## src/rtl/imem_prog_loader.sv

```systemverilog
// Boot-time program loader: frames a byte stream into LE words and writes them to instruction memory.
// Latency: a word write, or the done/error status, appears the cycle after its last byte is accepted.
// Backpressure: in_ready is high in HDR/DATA/CSUM unless reload is asserted. It is low in DONE/ERROR.
//
// Ports:
//   clk, rst                  clock and synchronous active-high reset
//   reload                    1-cycle restart pulse; returns to header state and re-asserts core_rst
//   in_valid/in_data/in_ready byte stream, transfer = in_valid & in_ready
//   imem_we/imem_waddr/imem_wdata  registered instruction-memory write port (byte address)
//   core_rst/done/error       registered load status
module imem_prog_loader #(
  parameter logic [31:0] BASE_ADDR = 32'h0000_0000,
  parameter int unsigned MAX_WORDS = 256
) (
  input  logic        clk,
  input  logic        rst,
  input  logic        reload,
  input  logic        in_valid,
  input  logic [7:0]  in_data,
  output logic        in_ready,
  output logic        imem_we,
  output logic [31:0] imem_waddr,
  output logic [31:0] imem_wdata,
  output logic        core_rst,
  output logic        done,
  output logic        error
);

  typedef enum logic [2:0] {
    S_HDR,
    S_DATA,
    S_CSUM,
    S_DONE,
    S_ERROR
  } state_e;

  localparam logic [31:0] MaxWords = 32'(MAX_WORDS);

  state_e      state_q;
  logic [1:0]  byte_cnt_q;
  logic [23:0] asm_q;       // first three bytes of the current header/word, newest on top
  logic [7:0]  csum_q;
  logic [31:0] n_words_q;
  logic [31:0] word_idx_q;
  logic        imem_we_q;
  logic [31:0] imem_waddr_q;
  logic [31:0] imem_wdata_q;
  logic        core_rst_q;
  logic        done_q;
  logic        error_q;

  logic        xfer;
  logic        last_byte;
  logic [31:0] word_d;
  logic [7:0]  csum_d;

  assign in_ready  = ((state_q == S_HDR) || (state_q == S_DATA) || (state_q == S_CSUM)) && !reload;
  assign xfer      = in_valid && in_ready;
  assign last_byte = (byte_cnt_q == 2'd3);
  // Little-endian: the byte arriving now is the most significant one of the word.
  assign word_d    = {in_data, asm_q};
  assign csum_d    = csum_q ^ in_data;

  always_ff @(posedge clk) begin
    if (rst) begin
      state_q      <= S_HDR;
      byte_cnt_q   <= 2'd0;
      asm_q        <= 24'd0;
      csum_q       <= 8'd0;
      n_words_q    <= 32'd0;
      word_idx_q   <= 32'd0;
      imem_we_q    <= 1'b0;
      imem_waddr_q <= BASE_ADDR;
      imem_wdata_q <= 32'd0;
      core_rst_q   <= 1'b1;
      done_q       <= 1'b0;
      error_q      <= 1'b0;
    end else if (reload) begin
      state_q      <= S_HDR;
      byte_cnt_q   <= 2'd0;
      asm_q        <= 24'd0;
      csum_q       <= 8'd0;
      n_words_q    <= 32'd0;
      word_idx_q   <= 32'd0;
      imem_we_q    <= 1'b0;
      imem_waddr_q <= BASE_ADDR;
      core_rst_q   <= 1'b1;
      done_q       <= 1'b0;
      error_q      <= 1'b0;
    end else begin
      imem_we_q <= 1'b0;
      case (state_q)
        S_HDR: begin
          if (xfer) begin
            csum_q     <= csum_d;
            byte_cnt_q <= byte_cnt_q + 2'd1;
            asm_q      <= {in_data, asm_q[23:8]};
            if (last_byte) begin
              n_words_q <= word_d;
              if (word_d > MaxWords) begin
                state_q <= S_ERROR;
                error_q <= 1'b1;
              end else if (word_d == 32'd0) begin
                state_q <= S_CSUM;
              end else begin
                state_q <= S_DATA;
              end
            end
          end
        end
        S_DATA: begin
          if (xfer) begin
            csum_q     <= csum_d;
            byte_cnt_q <= byte_cnt_q + 2'd1;
            asm_q      <= {in_data, asm_q[23:8]};
            if (last_byte) begin
              imem_we_q    <= 1'b1;
              imem_waddr_q <= BASE_ADDR + (word_idx_q << 2);
              imem_wdata_q <= word_d;
              word_idx_q   <= word_idx_q + 32'd1;
              // n_words_q >= 1 here, so the subtraction cannot wrap.
              if (word_idx_q == n_words_q - 32'd1) begin
                state_q <= S_CSUM;
              end
            end
          end
        end
        S_CSUM: begin
          if (xfer) begin
            if (in_data == csum_q) begin
              state_q    <= S_DONE;
              done_q     <= 1'b1;
              core_rst_q <= 1'b0;
            end else begin
              state_q <= S_ERROR;
              error_q <= 1'b1;
            end
          end
        end
        default: begin
          // DONE and ERROR are terminal until reload or rst.
        end
      endcase
    end
  end

  assign imem_we    = imem_we_q;
  assign imem_waddr = imem_waddr_q;
  assign imem_wdata = imem_wdata_q;
  assign core_rst   = core_rst_q;
  assign done       = done_q;
  assign error      = error_q;

endmodule

```

## config.mk

```make
export PLATFORM = sky130hd
export DESIGN_NAME = imem_prog_loader
export DESIGN_NICKNAME = d
export VERILOG_FILES = /design/src/rtl/imem_prog_loader.sv
export SDC_FILE = /design/constraint.sdc
export NUM_CORES = 1
export LEC_CHECK = 0
export BUFFER_PORTS_ARGS = -buffer_cell sky130_fd_sc_hd__buf_2
export CORE_ASPECT_RATIO = 0.6
export CORE_UTILIZATION = 60
export CTS_BUF_LIST = sky130_fd_sc_hd__clkbuf_2
export DETAILED_ROUTE_END_ITERATION = 7
export GPL_TIMING_DRIVEN = 0
export PLACE_DENSITY_LB_ADDON = 0.12
export SETUP_SLACK_MARGIN = 0.05
export SLEW_MARGIN = 20
export SYNTH_ARGS = -nofsm -noshare
export SYNTH_HDL_FRONTEND = slang
export SYNTH_SLANG_ARGS = --single-unit
```

## constraint.sdc

```tcl
create_clock -name clk -period 4 [get_ports clk]
set_input_delay 0.6 -clock clk [delete_from_list [all_inputs] [get_ports clk]]
set_output_delay 0.6 -clock clk [all_outputs]
set_load 0.01 [all_outputs]
```

==> impl.org <==
** Place
- The HPWL after detailed placement is 14200 µm.
- The placed instances occupy a cell area of 8190 µm².
- During placement, the flow inserted port buffers numbering 77.
- Routability-driven placement finished with a final weighted congestion of 0.990.
- DP Worst Slack :: 0.253 ns

** Power and ir drop
- Switch share :: 28.3%
- The completed layout was analyzed and its total power is 2.64 mW.
- VDD sags by at most 0.000173 V.
- Summed over all nets, the switching power comes to 0.747 mW.
- Total internal power :: 1.89 mW
- Combinational Power Share :: 3.3%
- Power Dens Cells :: 313 nW/µm²
- Clock network power share :: 32.9%
- Summed over all cells, the static leakage comes to 3.07 nW.
- The share of total power dissipated in sequential elements is 63.7%.

** STA
- Setup repair after global routing missed its margin :: false
- Actual slew at the worst max-slew pin :: 0.893 ns
- In this run the tightest slew margin relative to its limit is 40.3%.
- For this run, the top clock speed supported by timing is 0.272 GHz.
- After routing, the total negative slack on setup checks comes to 0 ns.
- Number of setup violations in the final report :: 0
- Minimum clock period :: 3.68 ns
- In the post-route analysis, the smallest setup slack over all paths is 0.317 ns.
- Number of hold violations in the final report :: 0
- Post-route fraction of the period consumed by the critical path :: 92.1%
- Count of final max-slew check failures :: 0
- For the final database, setup skew stands at 0.0451 ns.

** Critical path
- Worst setup SP type :: flop
- Slowest Stage Delay on Critical Path :: 0.49 ns
- Required time reported for the critical path endpoint :: 4.68 ns
- Most used cell along the critical path :: sky130_fd_sc_hd__clkbuf_1
- STA classifies the critical path endpoint as a flop.
- At the worst endpoint, the arrival time is 4.37 ns.
- Largest fanout of any net on the critical path :: 9
- Traced cell by cell, the critical path runs through clkbuf_1 > inv_1 > ha_1 > clkbuf_1 > nor3b_4 > nand2_2 > o311ai_0 > a31oi_1 > nor4_1 > nand4_1 > o31ai_2 > o221a_1.
- The worst setup path is of the flop to flop kind.
- Max stage delay cell, worst path :: sky130_fd_sc_hd__nor4_1

** Logic synthesis
- A synthesized cell averages 7.80 µm².
- Async SR Flop Fraction :: 0%
- Portion of synthesized cell area occupied by the leading cell type :: 44.0%
- Gate Count Post-Synth :: 974
- Post-synthesis instance area :: 7600 µm²
- Summed over all instances, the cell type with the most area after synthesis is sky130_fd_sc_hd__dfxtp_1.
- Register area share after synthesis :: 44.0%
- Leading register cell type out of synthesis :: sky130_fd_sc_hd__dfxtp_1
- Post-synth cell types :: 62
- Cell types with the largest area share after synthesis :: sky130_fd_sc_hd__dfxtp_1, sky130_fd_sc_hd__nand2_1, sky130_fd_sc_hd__a21oi_1, sky130_fd_sc_hd__xnor2_1, sky130_fd_sc_hd__xor2_1
- Counting flops and latches in the post-synthesis netlist gives 167.
- Number of synthesis warnings :: 0
- Number of synthesized flops with an enable pin :: 0

** Die
- Overall die area :: 13100 µm²
- The floorplan step set the die height to 89.2 µm.
- Core area :: 12200 µm²
- Die Span X :: 147 µm
- Starting Density :: 62.2%
- In this run the count of I/O pins placed on the die edge is 81.
- Row count :: 31

** Job
- Across the run, the number of max-cap violations was 0.

** CTS
- After clock tree synthesis, the clock-pin slew on the worst setup and hold paths is 0.28 ns.
- TritonCTS Sinks :: 167
- CTS tree :: built
- Maximum level of the CTS H-tree :: 4
- The clock passes through at most 2 buffers.
- Counting the buffers created by CTS gives 17.
- After clock tree synthesis, the setup repair step added 0 buffers.
- CTS root buf :: sky130_fd_sc_hd__clkbuf_2
- Clock latency on the worst-skew pair, taken at its later pin, is 0.75 ns.

** Routing
- The first detailed-routing pass took 8 iterations.
- Number of vias after detailed routing :: 7031
- Dividing the detail-routed via count by the number of cells gives 5.62.
- The detail route stage leaves a number of antenna-violating nets equal to 0.
- In the routed design, unresolved DRC markers number 0.
- Summed over all layers, the routed wires come to 19200 µm.
- Dividing the detail-routed wire length by the instance count gives 15.4 µm.
- After the first detailed-routing iteration, the DRC count stood at 618.

** Layout
- Relative to the synthesized area, the layout overhead comes to 11.0%.
- The repair_antennas step left the layout with diodes totalling 0.
- Share of layout cells above drive strength 1 :: 12.5%
- Final Cell Area :: 8430 µm²
- NumNets Final :: 1087

** Global route
- Total global-route track usage :: 29.9%
- Via count of the first global-routing pass :: 5935
- Maximum number of pins on one net before global-route repair :: 18
- Global-route wire length before repair :: 30500 µm
- Antenna violations before repair :: 0
- Sum of overflow across all layers after global routing :: 0

** Run status
- The flow ran to the end, and the final reports show no timing, DRC or antenna violations.

** Worst hold path
- The worst hold path belongs to the class primary input to flop.
synthesized netlist by cell type, types with 3 or more instances:
master / instances
sky130_fd_sc_hd__nand2_1: 265
sky130_fd_sc_hd__dfxtp_1: 167
sky130_fd_sc_hd__a21oi_1: 133
sky130_fd_sc_hd__nor2_1: 63
sky130_fd_sc_hd__clkbuf_1: 53
sky130_fd_sc_hd__xnor2_1: 44
sky130_fd_sc_hd__xor2_1: 39
sky130_fd_sc_hd__nor4_1: 19
sky130_fd_sc_hd__nor3_1: 15
sky130_fd_sc_hd__nand3_1: 13
sky130_fd_sc_hd__o21ai_0: 13
sky130_fd_sc_hd__nand4_1: 12
sky130_fd_sc_hd__or3_1: 11
sky130_fd_sc_hd__buf_1: 9
sky130_fd_sc_hd__inv_1: 8
sky130_fd_sc_hd__and3_1: 7
sky130_fd_sc_hd__or4_1: 7
sky130_fd_sc_hd__and4_1: 6
sky130_fd_sc_hd__nand2b_1: 6
sky130_fd_sc_hd__a31oi_1: 5
sky130_fd_sc_hd__and2_1: 5
sky130_fd_sc_hd__buf_4: 5
sky130_fd_sc_hd__nor2b_1: 5
sky130_fd_sc_hd__nand3b_1: 4
sky130_fd_sc_hd__o211ai_1: 4
sky130_fd_sc_hd__a41oi_1: 3
sky130_fd_sc_hd__buf_2: 3
sky130_fd_sc_hd__buf_6: 3
sky130_fd_sc_hd__ha_1: 3
sky130_fd_sc_hd__nor3b_1: 3
state kept, by name, indices dropped and copies added, names as in the netlist:
| register | cells |
|---|---|
| imem_wdata | 32 |
| n_words_q | 32 |
| word_idx_q | 32 |
| imem_waddr | 30 |
| asm_q | 24 |
| csum_q | 8 |
| state_q | 3 |
| byte_cnt_q | 2 |
| core_rst | 1 |
| done | 1 |
| error | 1 |
| imem_we | 1 |
worst max-delay path, delay by kind of cell (launching register included):
kind,cells,cell delay [ns]
compound gates,4,1.27
simple gates,4,1.26
buf+inv,3,0.58
flops,1,0.37
fa+ha+maj,1,0.14
metal layers:
metal / vias to the layer above / part of all wire, % / GRT usage, %
met5: - / 0 / 0
met4: 0 / 0.87 / 5.34
met3: 23 / 9.4 / 8.57
met2: 260 / 41 / 43.9
met1: 3275 / 49 / 43.9
li1: 3473 / - / -
through the flow:
stage	hold WS, ns	util, %	std cells
after floorplan	0.440	-	975
after global placement	0.440	67.1	1217
after detailed placement	0.444	67.1	1217
after CTS	0.0346	68.9	1249
after global routing	0.0367	69.0	1250
final	0.104	69.0	1250
cells in the final DEF (no fill, tap or decap), types with 6 or more instances in the layout:
cell type,synthesis,routed
sky130_fd_sc_hd__inv_1,8,8
sky130_fd_sc_hd__xnor2_1,44,44
sky130_fd_sc_hd__and4_1,6,6
sky130_fd_sc_hd__dfxtp_1,167,167
sky130_fd_sc_hd__or3_1,11,11
sky130_fd_sc_hd__nor2_1,63,63
sky130_fd_sc_hd__o21ai_0,13,13
sky130_fd_sc_hd__clkbuf_2,0,17
sky130_fd_sc_hd__nand2b_1,6,6
sky130_fd_sc_hd__a21oi_1,133,133
sky130_fd_sc_hd__nor4_1,19,19
sky130_fd_sc_hd__buf_1,9,9
sky130_fd_sc_hd__nand2_1,265,265
sky130_fd_sc_hd__xor2_1,39,39
sky130_fd_sc_hd__nand3_1,13,13
sky130_fd_sc_hd__clkbuf_1,53,53
sky130_fd_sc_hd__nor3_1,15,15
sky130_fd_sc_hd__or4_1,7,7
sky130_fd_sc_hd__buf_2,3,80
sky130_fd_sc_hd__nand4_1,12,12
sky130_fd_sc_hd__and3_1,7,7
cells by family after synthesis:
kind of cell	synth area share, %
flip-flops	44.0
buffers and inverters	4.59
AND/OR/NAND/NOR	27.8
XOR/XNOR	9.57
other	0.0494
multiplexers	0.132
adder cells (fa/ha/maj)	0.494
AO/OA/AOI/OAI	13.4
final timing paths:
| check | startpoint | endpoint | slack (ns) | cells after the start |
|---|---|---|---|---|
| min | in_data[2] | imem_wdata[26] | 0.10 | 3 |
| max reg2reg | n_words_q[0] | state_q[1] | 0.32 | 12 |
| max | n_words_q[0] | state_q[1] | 0.32 | 12 |
| min reg2reg | imem_waddr[23] | imem_waddr[23] | 0.47 | 2 |
power by group through the flow:
stage / logic (mW) / clock network (mW) / registers, mW
final: 0.0874 / 0.869 / 1.68
after global routing: 0.0940 / 0.956 / 1.68
after CTS: 0.0850 / 0.881 / 1.68
after detailed placement: 0.0843 / 0 / 1.71
after global placement: 0.0836 / 0 / 1.71
after floorplan: 0.0506 / 0 / 1.71
timing repair:
item                                    4_1_cts  5_1_grt
hold endpoints to repair                      0        2
hold buffers                                  0        1
endpoints found under the setup margin        0        2
resized for setup                             0        2
final cells by class:
class	instances	area [µm²]
Clock inverter	15	136
Inverter	8	30.0
Multi-Input combinational cell	727	3920
Clock buffer	17	85.1
Tap cell	165	206
Sequential cell	167	3340
Fill cell	1075	3790
Timing Repair Buffer	78	395
Buffer	73	319
Note: power is estimated with default switching activity, not from simulation.
